===== config.mk =====
export PLATFORM = sky130hd
export DESIGN_NAME = spi_sclk_gen
export DESIGN_NICKNAME = d
export VERILOG_FILES = /design/src/rtl/spi_pkg.sv /design/src/rtl/spi_half_cnt.sv /design/src/rtl/spi_sclk_gen.sv
export SDC_FILE = /design/constraint.sdc
export NUM_CORES = 1
export LEC_CHECK = 0
export CORE_UTILIZATION = 45
export CTS_CLUSTER_SIZE = 25
export DETAILED_ROUTE_END_ITERATION = 6
export PLACE_DENSITY = 0.66
export SYNTH_ARGS = -nofsm -noshare
export SYNTH_HDL_FRONTEND = slang
export SYNTH_SLANG_ARGS = --single-unit
export TNS_END_PERCENT = 10

===== constraint.sdc =====
create_clock -name clk -period 2.4 [get_ports clk]
set_input_delay 0.48 -clock clk [delete_from_list [all_inputs] [get_ports clk]]
set_output_delay 0.48 -clock clk [all_outputs]
set_load 0.01 [all_outputs]

===== src/rtl/spi_pkg.sv =====
// Shared definitions for the SPI serial-clock generator: mode encodings,
// default timing parameters and the sequencer state type.
package spi_pkg;

    // SPI modes encoded as {cpol, cpha}.
    localparam logic [1:0] SPI_MODE0 = 2'b00;
    localparam logic [1:0] SPI_MODE1 = 2'b01;
    localparam logic [1:0] SPI_MODE2 = 2'b10;
    localparam logic [1:0] SPI_MODE3 = 2'b11;

    // Defaults: 25 system clocks per SCLK half-period, 32-bit transfers.
    localparam int SPI_DIV_HALF_DEF = 25;
    localparam int SPI_MAX_BITS_DEF = 32;

    // Transfer sequencer states.
    typedef enum logic [1:0] {
        ST_IDLE = 2'd0,
        ST_RUN  = 2'd1,
        ST_HOLD = 2'd2
    } spi_state_e;

endpackage : spi_pkg


===== src/rtl/spi_half_cnt.sv =====
// Half-period prescaler: counts 0..DIV_HALF-1 while enabled and flags the
// terminal count. A clear forces the count to zero and suppresses tc.
module spi_half_cnt
    import spi_pkg::*;
#(
    parameter int DIV_HALF = SPI_DIV_HALF_DEF,
    parameter int CNT_W    = 16
) (
    input  logic clk,
    input  logic rst_n,
    input  logic clr,
    input  logic en,
    output logic tc
);

    localparam logic [CNT_W-1:0] TC_VAL = CNT_W'(DIV_HALF - 1);

    logic [CNT_W-1:0] cnt_q;
    logic [CNT_W-1:0] cnt_d;

    // Terminal count is only meaningful while counting and not being cleared.
    assign tc = en && !clr && (cnt_q == TC_VAL);

    // Next count: clear wins, then wrap at terminal count, else increment.
    always_comb begin
        // NOTE: default assigned first so every path drives cnt_d and no latch is inferred.
        cnt_d = cnt_q;
        if (clr) begin
            cnt_d = '0;
        end else if (en) begin
            cnt_d = (cnt_q == TC_VAL) ? '0 : cnt_q + CNT_W'(1);
        end
    end

    // Count register.
    always_ff @(posedge clk or negedge rst_n) begin
        // NOTE: non-blocking assignments so every flop samples pre-edge values.
        if (!rst_n) begin
            cnt_q <= '0;
        end else begin
            cnt_q <= cnt_d;
        end
    end

endmodule : spi_half_cnt


===== src/rtl/spi_sclk_gen.sv =====
// SPI serial-clock and edge-strobe generator. Sequences one transfer of
// nbits bits: leading/trailing SCLK edges every DIV_HALF clocks, mode-dependent
// sample/shift strobes, a one-half-period CS hold guard, then done.
module spi_sclk_gen
    import spi_pkg::*;
#(
    parameter  int DIV_HALF = SPI_DIV_HALF_DEF,
    parameter  int CNT_W    = 16,
    parameter  int MAX_BITS = SPI_MAX_BITS_DEF,
    localparam int BIT_W    = $clog2(MAX_BITS + 1)
) (
    input  logic             clk,
    input  logic             rst_n,
    input  logic             start,
    input  logic             abort,
    input  logic             cpol,
    input  logic             cpha,
    input  logic [BIT_W-1:0] nbits,
    output logic             sclk,
    output logic             lead_stb,
    output logic             trail_stb,
    output logic             sample_stb,
    output logic             shift_stb,
    output logic             load_stb,
    output logic [BIT_W-1:0] bit_cnt,
    output logic             busy,
    output logic             done
);

    spi_state_e       state_q, state_d;
    logic             sclk_q, sclk_d;
    logic             lead_q, lead_d;
    logic             trail_q, trail_d;
    logic             sample_q, sample_d;
    logic             shift_q, shift_d;
    logic             load_q, load_d;
    logic             done_q, done_d;
    logic             busy_q, busy_d;
    logic [BIT_W-1:0] bit_cnt_q, bit_cnt_d;
    logic [BIT_W-1:0] nbits_q, nbits_d;
    logic [1:0]       mode_q, mode_d;
    // phase_q=0: next SCLK edge is a leading edge; 1: trailing edge.
    logic             phase_q, phase_d;
    // Zero-length transfer accepted; done is due on the next edge.
    logic             zero_q, zero_d;

    logic             cnt_clr;
    logic             cnt_en;
    logic             half_tc;
    logic             last_bit;

    spi_half_cnt #(
        .DIV_HALF (DIV_HALF),
        .CNT_W    (CNT_W)
    ) u_half_cnt (
        .clk   (clk),
        .rst_n (rst_n),
        .clr   (cnt_clr),
        .en    (cnt_en),
        .tc    (half_tc)
    );

    // The trailing edge about to fire completes the final bit.
    assign last_bit = (bit_cnt_q + BIT_W'(1)) == nbits_q;

    // Sequencer: next state, SCLK level, strobes and counters.
    always_comb begin
        state_d   = state_q;
        sclk_d    = sclk_q;
        lead_d    = 1'b0;
        trail_d   = 1'b0;
        sample_d  = 1'b0;
        shift_d   = 1'b0;
        load_d    = 1'b0;
        done_d    = 1'b0;
        busy_d    = busy_q;
        bit_cnt_d = bit_cnt_q;
        nbits_d   = nbits_q;
        mode_d    = mode_q;
        phase_d   = phase_q;
        zero_d    = zero_q;
        cnt_clr   = 1'b0;
        cnt_en    = 1'b0;

        unique case (state_q)
            ST_IDLE: begin
                sclk_d  = cpol;
                cnt_clr = 1'b1;
                if (abort) begin
                    zero_d = 1'b0;
                end else if (zero_q) begin
                    // Finishing a zero-length transfer; start is not accepted here.
                    zero_d = 1'b0;
                    done_d = 1'b1;
                end else if (start) begin
                    mode_d    = {cpol, cpha};
                    nbits_d   = nbits;
                    load_d    = 1'b1;
                    bit_cnt_d = '0;
                    phase_d   = 1'b0;
                    if (nbits == '0) begin
                        zero_d = 1'b1;
                    end else begin
                        busy_d  = 1'b1;
                        state_d = ST_RUN;
                    end
                end
            end

            ST_RUN: begin
                cnt_en = 1'b1;
                if (abort) begin
                    cnt_clr = 1'b1;
                    sclk_d  = cpol;
                    busy_d  = 1'b0;
                    state_d = ST_IDLE;
                end else if (half_tc) begin
                    sclk_d  = ~sclk_q;
                    phase_d = ~phase_q;
                    if (!phase_q) begin
                        lead_d = 1'b1;
                        case (mode_q)
                            SPI_MODE0, SPI_MODE2: sample_d = 1'b1;
                            default:              shift_d  = 1'b1;
                        endcase
                    end else begin
                        trail_d   = 1'b1;
                        bit_cnt_d = bit_cnt_q + BIT_W'(1);
                        case (mode_q)
                            SPI_MODE1, SPI_MODE3: sample_d = 1'b1;
                            default:              shift_d  = !last_bit;
                        endcase
                        if (last_bit) begin
                            state_d = ST_HOLD;
                        end
                    end
                end
            end

            ST_HOLD: begin
                cnt_en = 1'b1;
                sclk_d = mode_q[1];
                if (abort) begin
                    cnt_clr = 1'b1;
                    sclk_d  = cpol;
                    busy_d  = 1'b0;
                    state_d = ST_IDLE;
                end else if (half_tc) begin
                    done_d  = 1'b1;
                    busy_d  = 1'b0;
                    state_d = ST_IDLE;
                end
            end

            default: begin
                state_d = ST_IDLE;
                busy_d  = 1'b0;
            end
        endcase
    end

    // State and output registers.
    always_ff @(posedge clk or negedge rst_n) begin
        if (!rst_n) begin
            state_q   <= ST_IDLE;
            sclk_q    <= 1'b0;
            lead_q    <= 1'b0;
            trail_q   <= 1'b0;
            sample_q  <= 1'b0;
            shift_q   <= 1'b0;
            load_q    <= 1'b0;
            done_q    <= 1'b0;
            busy_q    <= 1'b0;
            bit_cnt_q <= '0;
            nbits_q   <= '0;
            mode_q    <= '0;
            phase_q   <= 1'b0;
            zero_q    <= 1'b0;
        end else begin
            state_q   <= state_d;
            sclk_q    <= sclk_d;
            lead_q    <= lead_d;
            trail_q   <= trail_d;
            sample_q  <= sample_d;
            shift_q   <= shift_d;
            load_q    <= load_d;
            done_q    <= done_d;
            busy_q    <= busy_d;
            bit_cnt_q <= bit_cnt_d;
            nbits_q   <= nbits_d;
            mode_q    <= mode_d;
            phase_q   <= phase_d;
            zero_q    <= zero_d;
        end
    end

    assign sclk       = sclk_q;
    assign lead_stb   = lead_q;
    assign trail_stb  = trail_q;
    assign sample_stb = sample_q;
    assign shift_stb  = shift_q;
    assign load_stb   = load_q;
    assign bit_cnt    = bit_cnt_q;
    assign busy       = busy_q;
    assign done       = done_q;

endmodule : spi_sclk_gen


==> impl_metrics.toml <==
[hold_path]
hold_class = "input port to async pin"

[clock_network]
numCtsBuffers = 5
cts_setup_buffers = 0
insertion_delay_ns = 0.30
cts_hold_buf = 0
clkSlewWorstSetupHoldPaths_ns = 0.08
root_buffer = "clkbuf_8"
cts_buffer_depth = 2
h-tree-depth = 2
cts_tree = "done"
cts_resized = 0
clock_sinks = 42

[place]
io_buffers = 25
place_area_mm2 = 0.002909
gp_congestion = 0.8684
dp_slack_ns = 0.05117
dp_hpwl_um = 4086

[setup_path]
arrival_ns = 2.29
crit_start = "u_half_cnt.cnt_q[0]$_DFFE_PN0P_"
crit_path_start_kind = "flip-flop"
r2r_start = "u_half_cnt.cnt_q[0]$_DFFE_PN0P_"
worstPathRequired_ns = 2.58
worstSetupPathType = "flip-flop to flip-flop"
cp_max_fo = 6
crit_path_end_kind = "flip-flop"

[drt]
drt-initial-drc-count = 105
drc_errors = 0
avgRoutedWirePerCell_um = 14.92
viasPerCell = 5.423
highest_layer = "met4"
ant_nets = 0
firstDrtPassIters = 4
wl_met3_um = 166
routed-wl-met2_um = 2445
wl_um = 5400
vias = 1963
drt-met1-wl_um = 2701

[sta]
slew_violations = 0
worstMarginPinSlew_ns = 0.3929
max_freq_ghz = 0.4746
fin_crit_ns = 2.107
maxSlewHeadroom_pct = 73.63
final_hold_viol_count = 0
finalWorstSetupSlack_ns = 0.2931
post-route-period-util_pct = 87.79
setup_viol = 0
skew_ns = 0.004833
setup_tns_ns = 0
rsz0062_at_grt = "false"

[synthesis]
yosys.area_share.simple_pct = 25.16
ys_types = 55
synthMuxAreaShare_pct = 5.648
synth_fa_ha_area_share_pct = 4.034
ys_seq_area_share_pct = 42.36
synth_compound_area_share_pct = 12.61
ys_ff_latch = 42
ys.flop_type = "dfrtp_1"
synth_area_per_cell_um2 = 9.885
yosysWarnings = 0
synth_top_family_by_area = "simple AND/OR/NAND/NOR gates"
synth_xor_xnor_area_share_pct = 7.060
synth_edf_count = 0
synth-async-reset-ratio_pct = 100.0
synth_area_mm2 = 0.002481
syn_nets = 271
synthCells = 251

[floorplanning]
die_y_um = 76.26
die_w_um = 76.26
start_util_pct = 47.67
core_area_mm2 = 0.005205
ioPinCount = 26
die-area_mm2 = 0.005815
row_count = 26

[final_layout]
layout-drive-gt1-share_pct = 16.78
layout_commonest_cell = "dfrtp_1"
syn_to_final_growth_pct = 21.79
nNetsFinal = 312
final_cell_mix = "42 x dfrtp_1, 26 x nor2_1, 24 x clkdlybuf4s50_1"
diodes = 0
n_fill_cell = 471
final_area_mm2 = 0.003022

[global_route]
grt_max_degree = 19
grt_use_total_pct = 19.79
overflow = 0
antenna_found_initial = 0
first_global_vias = 1877
grt_pass1_wl_um = 9142

[power_and_ir_drop]
ir_worst_vdd_uv = 347.8
leakagePower_nw = 1.320
power_density_mw_per_mm2 = 723.6
p_total_mw = 2.187

[job]
cap_viol_max_count = 0

[run_status]
status = "complete, no violations"
==> cell type report <==
class	instances	area [um2]	area share (%)
repair buffers	42	372.9	12.34
well taps	70	87.58	2.899
inverters	12	45.04	1.491
multi-input cells	189	1353	44.76
clock inverters	1	30.03	0.9938
clock buffers	6	82.58	2.733
flip-flops and latches	42	1051	34.78
==> cell families (layout without fill, tap and decap cells) <==
family | after synthesis | in the layout
AOI/OAI and AO/OA | 45 | 45
xor gates and xnor gates | 20 | 20
adders and majority gates | 8 | 8
buffers and inverters | 20 | 61
DFF | 42 | 42
muxes | 13 | 13
and+or+nand+nor | 103 | 103
==> cell usage after synthesis, drive strengths merged, types with 5 or more instances <==
cell type  instances  area (um2)
mux2i              5       50.05
nor3               6       35.03
nand2             23       93.84
xnor2             11       96.34
nand3             12       65.06
o21ai             20       100.1
nand4              5       52.55
ha                 8       100.1
mux2               8       90.09
and3               5       31.28
dfrtp             42        1051
clkbuf             6       22.52
nor2              26       97.59
inv               12       45.05
xor2               9       78.83
==> layer usage <==
layer	GRT usage, %	up-vias
met5	0	-
met4	7.308	0
met3	3.952	8
met2	29.91	38
met1	28.03	943
li1	-	974
==> registers in the layout, summed over array words and instances, names as in the netlist <==
signal,count
zero_q,1
bit_cnt,6
u_half_cnt.cnt_q,16
sample_stb,1
done,1
phase_q,1
busy,1
nbits_q,6
lead_stb,1
shift_stb,1
load_stb,1
state_q,2
trail_stb,1
sclk,1
mode_q,2
==> metrics by stage <==
stage | instances | hold slack, ns | util, %
final | 362 | 0.009216 | 58.05
after CTS | 362 | 0.01183 | 58.05
after floorplan | 251 | 0.1844 | -
after detailed placement | 355 | 0.3305 | 55.89
after global routing | 362 | 0.01319 | 58.05
after global placement | 355 | 0.3285 | 55.89
==> report_power, final <==
group	switching, mW	total (mW)	leakage, nW	internal [mW]
Combinational	0.357	0.701	0.701	0.344
Clock	0.241	0.574	0.0573	0.333
Sequential	0.0974	0.911	0.561	0.814
==> worst max-delay path, stage by stage (launching register included) <==
cell	delay, ns
dfrtp_1	0.43
inv_1	0.08
ha_1	0.14
nor4b_4	0.21
nand4_2	0.21
nor4_4	0.36
buf_4	0.20
a31oi_1	0.08
a311o_1	0.28
==> path summary, 6_finish.rpt <==
path	end	slack (ns)	cells past startpoint
setup / recovery	bit_cnt[3]$_DFFE_PN0P_	0.29	8
hold / removal	mode_q[1]$_DFFE_PN0P_	0.009	1
setup reg to reg	bit_cnt[3]$_DFFE_PN0P_	0.29	8
hold reg to reg	busy$_DFFE_PN0P_	0.49	1
max in group asynchronous	load_stb$_DFF_PN0_	1.89	2
min in group clk	busy$_DFFE_PN0P_	0.49	1
Note: power is estimated with default switching activity, not from simulation.
